`src/rtl/cmp_pipe_pkg.sv`:
```
// Shared types for the pipelined magnitude comparator: the per-stage
// decision encoding and its mapping onto the three result flags.
package cmp_pipe_pkg;

  typedef enum logic [1:0] {
    UNDECIDED = 2'b00,
    A_GT      = 2'b01,
    B_GT      = 2'b10
  } decision_e;

  // Returns {a_gt, b_gt, eq}; an undecided result after the last slice means equal.
  function automatic logic [2:0] dec_to_flags(decision_e d);
    case (d)
      A_GT:    return 3'b100;
      B_GT:    return 3'b010;
      default: return 3'b001;
    endcase
  endfunction

endpackage

```
`src/rtl/cmp_slice_stage.sv`:
```
// One comparator stage: resolves an undecided result using this stage's
// operand slice and registers the decision together with its valid bit.
module cmp_slice_stage
  import cmp_pipe_pkg::*;
#(
  parameter int SLICE = 4
) (
  input  logic             clk,
  input  logic             rst_n,
  input  logic             adv_i,
  input  logic             vld_i,
  input  decision_e        dec_i,
  input  logic [SLICE-1:0] a_i,
  input  logic [SLICE-1:0] b_i,
  output logic             vld_o,
  output decision_e        dec_o
);

  decision_e dec_d;
  decision_e dec_q;
  logic      vld_q;

  always_comb begin
    dec_d = dec_i;
    if (dec_i == UNDECIDED) begin
      if (a_i > b_i) begin
        dec_d = A_GT;
      end else if (a_i < b_i) begin
        dec_d = B_GT;
      end
    end
  end

  always_ff @(posedge clk) begin
    if (!rst_n) begin
      vld_q <= 1'b0;
    end else if (adv_i) begin
      vld_q <= vld_i;
    end
  end

  always_ff @(posedge clk) begin
    if (adv_i) begin
      dec_q <= dec_d;
    end
  end

  assign vld_o = vld_q;
  assign dec_o = dec_q;

endmodule

```
`src/rtl/cmp_pipe.sv`:
```
// Pipelined magnitude comparator: MSB slice first, one slice per stage,
// whole-pipe valid/ready stall, plus a saturating count of equal results.
module cmp_pipe
  import cmp_pipe_pkg::*;
#(
  parameter int WIDTH = 8,
  parameter int SLICE = 4,
  parameter int CNT_W = 16
) (
  input  logic             clk,
  input  logic             rst_n,
  input  logic             in_valid,
  output logic             in_ready,
  input  logic [WIDTH-1:0] a,
  input  logic [WIDTH-1:0] b,
  input  logic             signed_mode,
  output logic             out_valid,
  input  logic             out_ready,
  output logic             out_a,
  output logic             out_b,
  output logic             out_eq,
  output logic [CNT_W-1:0] eq_count,
  input  logic             eq_clear
);

  localparam int NUM_STAGES = (WIDTH + SLICE - 1) / SLICE;
  localparam int EXT_W      = NUM_STAGES * SLICE;

  logic             adv;
  logic [EXT_W-1:0] a_ext;
  logic [EXT_W-1:0] b_ext;
  logic [SLICE-1:0] a_sl  [NUM_STAGES];
  logic [SLICE-1:0] b_sl  [NUM_STAGES];
  logic             vld_s [NUM_STAGES];
  decision_e        dec_s [NUM_STAGES];
  logic             out_vld_q;
  decision_e        out_dec_q;
  logic [2:0]       flags;
  logic [CNT_W-1:0] eq_cnt_d;
  logic [CNT_W-1:0] eq_cnt_q;

  assign adv      = !out_vld_q || out_ready;
  assign in_ready = adv;

  // Flipping the top bit of sign-extended operands turns a signed compare unsigned.
  always_comb begin
    a_ext = EXT_W'(a);
    b_ext = EXT_W'(b);
    if (signed_mode) begin
      a_ext = EXT_W'($signed(a));
      b_ext = EXT_W'($signed(b));
      a_ext[EXT_W-1] = ~a_ext[EXT_W-1];
      b_ext[EXT_W-1] = ~b_ext[EXT_W-1];
    end
  end

  for (genvar k = 0; k < NUM_STAGES; k++) begin : g_stage
    if (k == 0) begin : g_first
      assign a_sl[0] = a_ext[EXT_W-1 -: SLICE];
      assign b_sl[0] = b_ext[EXT_W-1 -: SLICE];

      cmp_slice_stage #(.SLICE(SLICE)) u_stage (
        .clk   (clk),
        .rst_n (rst_n),
        .adv_i (adv),
        .vld_i (in_valid),
        .dec_i (UNDECIDED),
        .a_i   (a_sl[0]),
        .b_i   (b_sl[0]),
        .vld_o (vld_s[0]),
        .dec_o (dec_s[0])
      );
    end else begin : g_rest
      // Slice k is delayed k cycles so it meets the decision of its own pair.
      logic [SLICE-1:0] a_dq [k];
      logic [SLICE-1:0] b_dq [k];

      always_ff @(posedge clk) begin
        if (adv) begin
          a_dq[0] <= a_ext[EXT_W-1-k*SLICE -: SLICE];
          b_dq[0] <= b_ext[EXT_W-1-k*SLICE -: SLICE];
          for (int d = 1; d < k; d++) begin
            a_dq[d] <= a_dq[d-1];
            b_dq[d] <= b_dq[d-1];
          end
        end
      end

      assign a_sl[k] = a_dq[k-1];
      assign b_sl[k] = b_dq[k-1];

      cmp_slice_stage #(.SLICE(SLICE)) u_stage (
        .clk   (clk),
        .rst_n (rst_n),
        .adv_i (adv),
        .vld_i (vld_s[k-1]),
        .dec_i (dec_s[k-1]),
        .a_i   (a_sl[k]),
        .b_i   (b_sl[k]),
        .vld_o (vld_s[k]),
        .dec_o (dec_s[k])
      );
    end
  end

  // Output register stage
  always_ff @(posedge clk) begin
    if (!rst_n) begin
      out_vld_q <= 1'b0;
    end else if (adv) begin
      out_vld_q <= vld_s[NUM_STAGES-1];
    end
  end

  always_ff @(posedge clk) begin
    if (adv) begin
      out_dec_q <= dec_s[NUM_STAGES-1];
    end
  end

  assign flags     = out_vld_q ? dec_to_flags(out_dec_q) : 3'b000;
  assign out_valid = out_vld_q;
  assign out_a     = flags[2];
  assign out_b     = flags[1];
  assign out_eq    = flags[0];

  always_comb begin
    eq_cnt_d = eq_cnt_q;
    if (eq_clear) begin
      eq_cnt_d = '0;
    end else if (out_vld_q && out_ready && out_eq && !(&eq_cnt_q)) begin
      eq_cnt_d = eq_cnt_q + CNT_W'(1);
    end
  end

  always_ff @(posedge clk) begin
    if (!rst_n) begin
      eq_cnt_q <= '0;
    end else begin
      eq_cnt_q <= eq_cnt_d;
    end
  end

  assign eq_count = eq_cnt_q;

endmodule

```
`config.mk`:
```
export PLATFORM = sky130hd
export DESIGN_NAME = cmp_pipe
export DESIGN_NICKNAME = d
export VERILOG_FILES = /design/src/rtl/cmp_pipe_pkg.sv /design/src/rtl/cmp_slice_stage.sv /design/src/rtl/cmp_pipe.sv
export SDC_FILE = /design/constraint.sdc
export NUM_CORES = 1
export LEC_CHECK = 0
export BUFFER_PORTS_ARGS = -buffer_cell sky130_fd_sc_hd__buf_4
export CAP_MARGIN = 20
export CORE_MARGIN = 4
export CORE_UTILIZATION = 55
export DETAILED_ROUTE_END_ITERATION = 10
export PLACE_DENSITY = 0.83
export SLEW_MARGIN = 20
export SYNTH_ARGS = -nofsm -noshare
export SYNTH_HDL_FRONTEND = slang
export SYNTH_SLANG_ARGS = --single-unit
```
`constraint.sdc`:
```
create_clock -name clk -period 2.78 [get_ports clk]
set_input_delay 0.556 -clock clk [delete_from_list [all_inputs] [get_ports clk]]
set_output_delay 0.556 -clock clk [all_outputs]
set_load 0.05 [all_outputs]
```
==> results.ini <==
[finish]
seq_area_sq_um = 800.8
area_growth_pct = 24.63
n_antenna_cell = 0
multi_input_area_sq_um = 758.2
nFillCells = 205
drive_gt1_share_pct = 26.92
nets = 239
utilization_pct = 72.60

[clock_network]
cts_buffers = 5
cts_root_buffer = clkbuf_4
clkTransAtPathRegs_ps = 100
tritoncts = yes
clk_path_buf_depth = 2
cts_hold_buffers = 0
cts_htree_levels = 2
cts_num_sinks = 33
cts_setup_buffers = 0
clk_latency_ps = 340
cts_resized = 0

[yosys]
synth-main-ff-cell = dfxtp_1
synth_area_leader_cell = edfxtp_1
synthArstFlopShare_pct = 0
yosysSeqAreaShare_pct = 49.42
syn-cell-area_sq_mm = 0.001620
synth_top_area_share_pct = 25.95
synth-edff-count = 14
synthesis.nets = 192
syn_avg_cell_area_sq_um = 10.13
synth_seq_cells = 33
ys_warn_count = 0
yosysMostFrequentCell = nor2_1
ys_top_cells_by_area = edfxtp_1 26%, dfxtp_1 23%, ha_1 7.7%
ys_types = 36
yosys-top-cells-count = 20 x nor2_1, 19 x dfxtp_1, 14 x edfxtp_1
synth_cells = 160

[route]
vias = 1332
detail_route.iter0.violations = 43
routedWlPerCell_microns = 13.74
vias_per_cell = 5.573
drc = 0
wl_microns = 3283
ant_nets = 0
dr.pass1.iters = 4

[global_routing]
grt_pass1_vias = 1317
grt_pass1_wl_microns = 5533
grt_start_max_net_pins = 17
overflow = 0
track_usage_pct = 17.60
grt_antenna_before_repair = 0

[place]
dp.final_hpwl_microns = 2523
routabilityCongestion = 0.7759
io_buffers = 42
dp_slack_ps = 662.9

[die]
rows = 19
start_util_pct = 58.25
die-area_sq_mm = 0.003878
die_w_microns = 62.28
ios = 43
core_sq_mm = 0.002781
fp.dieH_microns = 62.28

[setup_path]
reg2reg_from = out_dec_q[1]
rrSetupSlack_ps = 790
cp_data_required_time_ps = 3000
startpoint = out_dec_q[1]
crit_path_end_kind = flip-flop
path_class = flip-flop to flip-flop
cp-start-kind = flip-flop
cp.arrival_ps = 2200
worstPathMaxFanout = 5

[pwr]
ir_worst_vdd_mv = 0.4438
p_leak_nw = 0.8519
total_power_uw = 894.5
power.density_mw_per_mm2 = 442.9

[sta]
fmax_mhz = 503.2
setup_tns_ps = 0
drv_slew = 0
setup_ws_ps = 792.5
setup_viol_count_final = 0
hold_ws_ps = 384.3
fin_crit_sh_pct = 71.49
worst_pin_slew_ps = 583.9
layout_min_cycle_time_ps = 1987
skew_ps = 8.601
finalHoldViolCount = 0
rsz0062_at_grt = no
slew_headroom_pct = 61.08

[run_status]
status = finished clean

[min_path]
min_from = a[2]
hp-class = input port to flip-flop

[flow_run]
cap_violations = 0

-- metrics by stage --
step                      cells  cell area, sq um
after floorplan             160              1620
after global placement      231              1969
after detailed placement    231              1969
after CTS                   239              2019
after global routing        239              2019
final                       239              2019
-- cells in the final DEF (no fill, tap or decap), drive strengths merged, types with 3 or more instances in the layout --
cell,n
inv,13
a21oi,5
clkbuf,5
nor2,20
edfxtp,14
xnor2,10
nor2b,5
nand2b,3
nor3,9
buf,43
nand3,6
clkinv,3
dfxtp,19
nand2,9
and2,3
nand4,5
o21ai,6
ha,10
-- worst paths after layout --
path	depth (start not counted)	to
min reg2reg	0	out_dec_q[0]
max reg2reg	6	eq_count[15]
max	6	eq_count[15]
min	1	g_stage[1].g_rest.a_dq[0][2]
-- cells by family after synthesis --
kind of cell               share of synthesized area, %
AOI/OAI and AO/OA                                 7.491
xor gates and xnor gates                          5.946
adders and majority gates                         7.722
buffers and inverters                             3.783
DFF                                               49.42
muxes                                            0.6178
and+or+nand+nor                                   25.02
-- power by group --
part	leakage [nW]	switching, mW	internal (mW)
logic	0.523	0.0510	0.0486
registers	0.299	0.0101	0.534
clock network	0.0300	0.160	0.0912
-- critical path: stages, from the launching register on --
cell,delay [ps]
edfxtp_1,410
ha_1,320
nand3_1,170
or3_4,450
nor4b_2,280
xnor2_1,180
nor2_1,60
-- state kept, by name (all words and copies together) (netlist names) --
| name | cells |
|---|---|
| g_stage.g_rest.u_stage.vld_o | 1 |
| out_valid | 1 |
| g_stage.g_first.u_stage.dec_o | 2 |
| g_stage.g_rest.a_dq | 4 |
| out_dec_q | 2 |
| g_stage.g_first.u_stage.vld_o | 1 |
| eq_count | 16 |
| g_stage.g_rest.b_dq | 4 |
| g_stage.g_rest.u_stage.dec_o | 2 |
-- area by class of cell --
type	instances	area share (%)
Multi-Input combinational cell	111	37.55
Inverter	13	2.416
Clock inverter	3	0.6196
Tap cell	31	1.921
Timing Repair Buffer	43	15.99
Clock buffer	5	1.859
Sequential cell	33	39.65
-- per-layer routing --
metal	GRT usage [%]	vias to the layer above	share of wire, %
li1	-	651	-
met1	21.13	614	43
met2	27.98	59	47
met3	6.306	8	8.0
met4	8.223	0	2.5
met5	0	-	0
No activity file was read; power rests on OpenSTA's default activity.
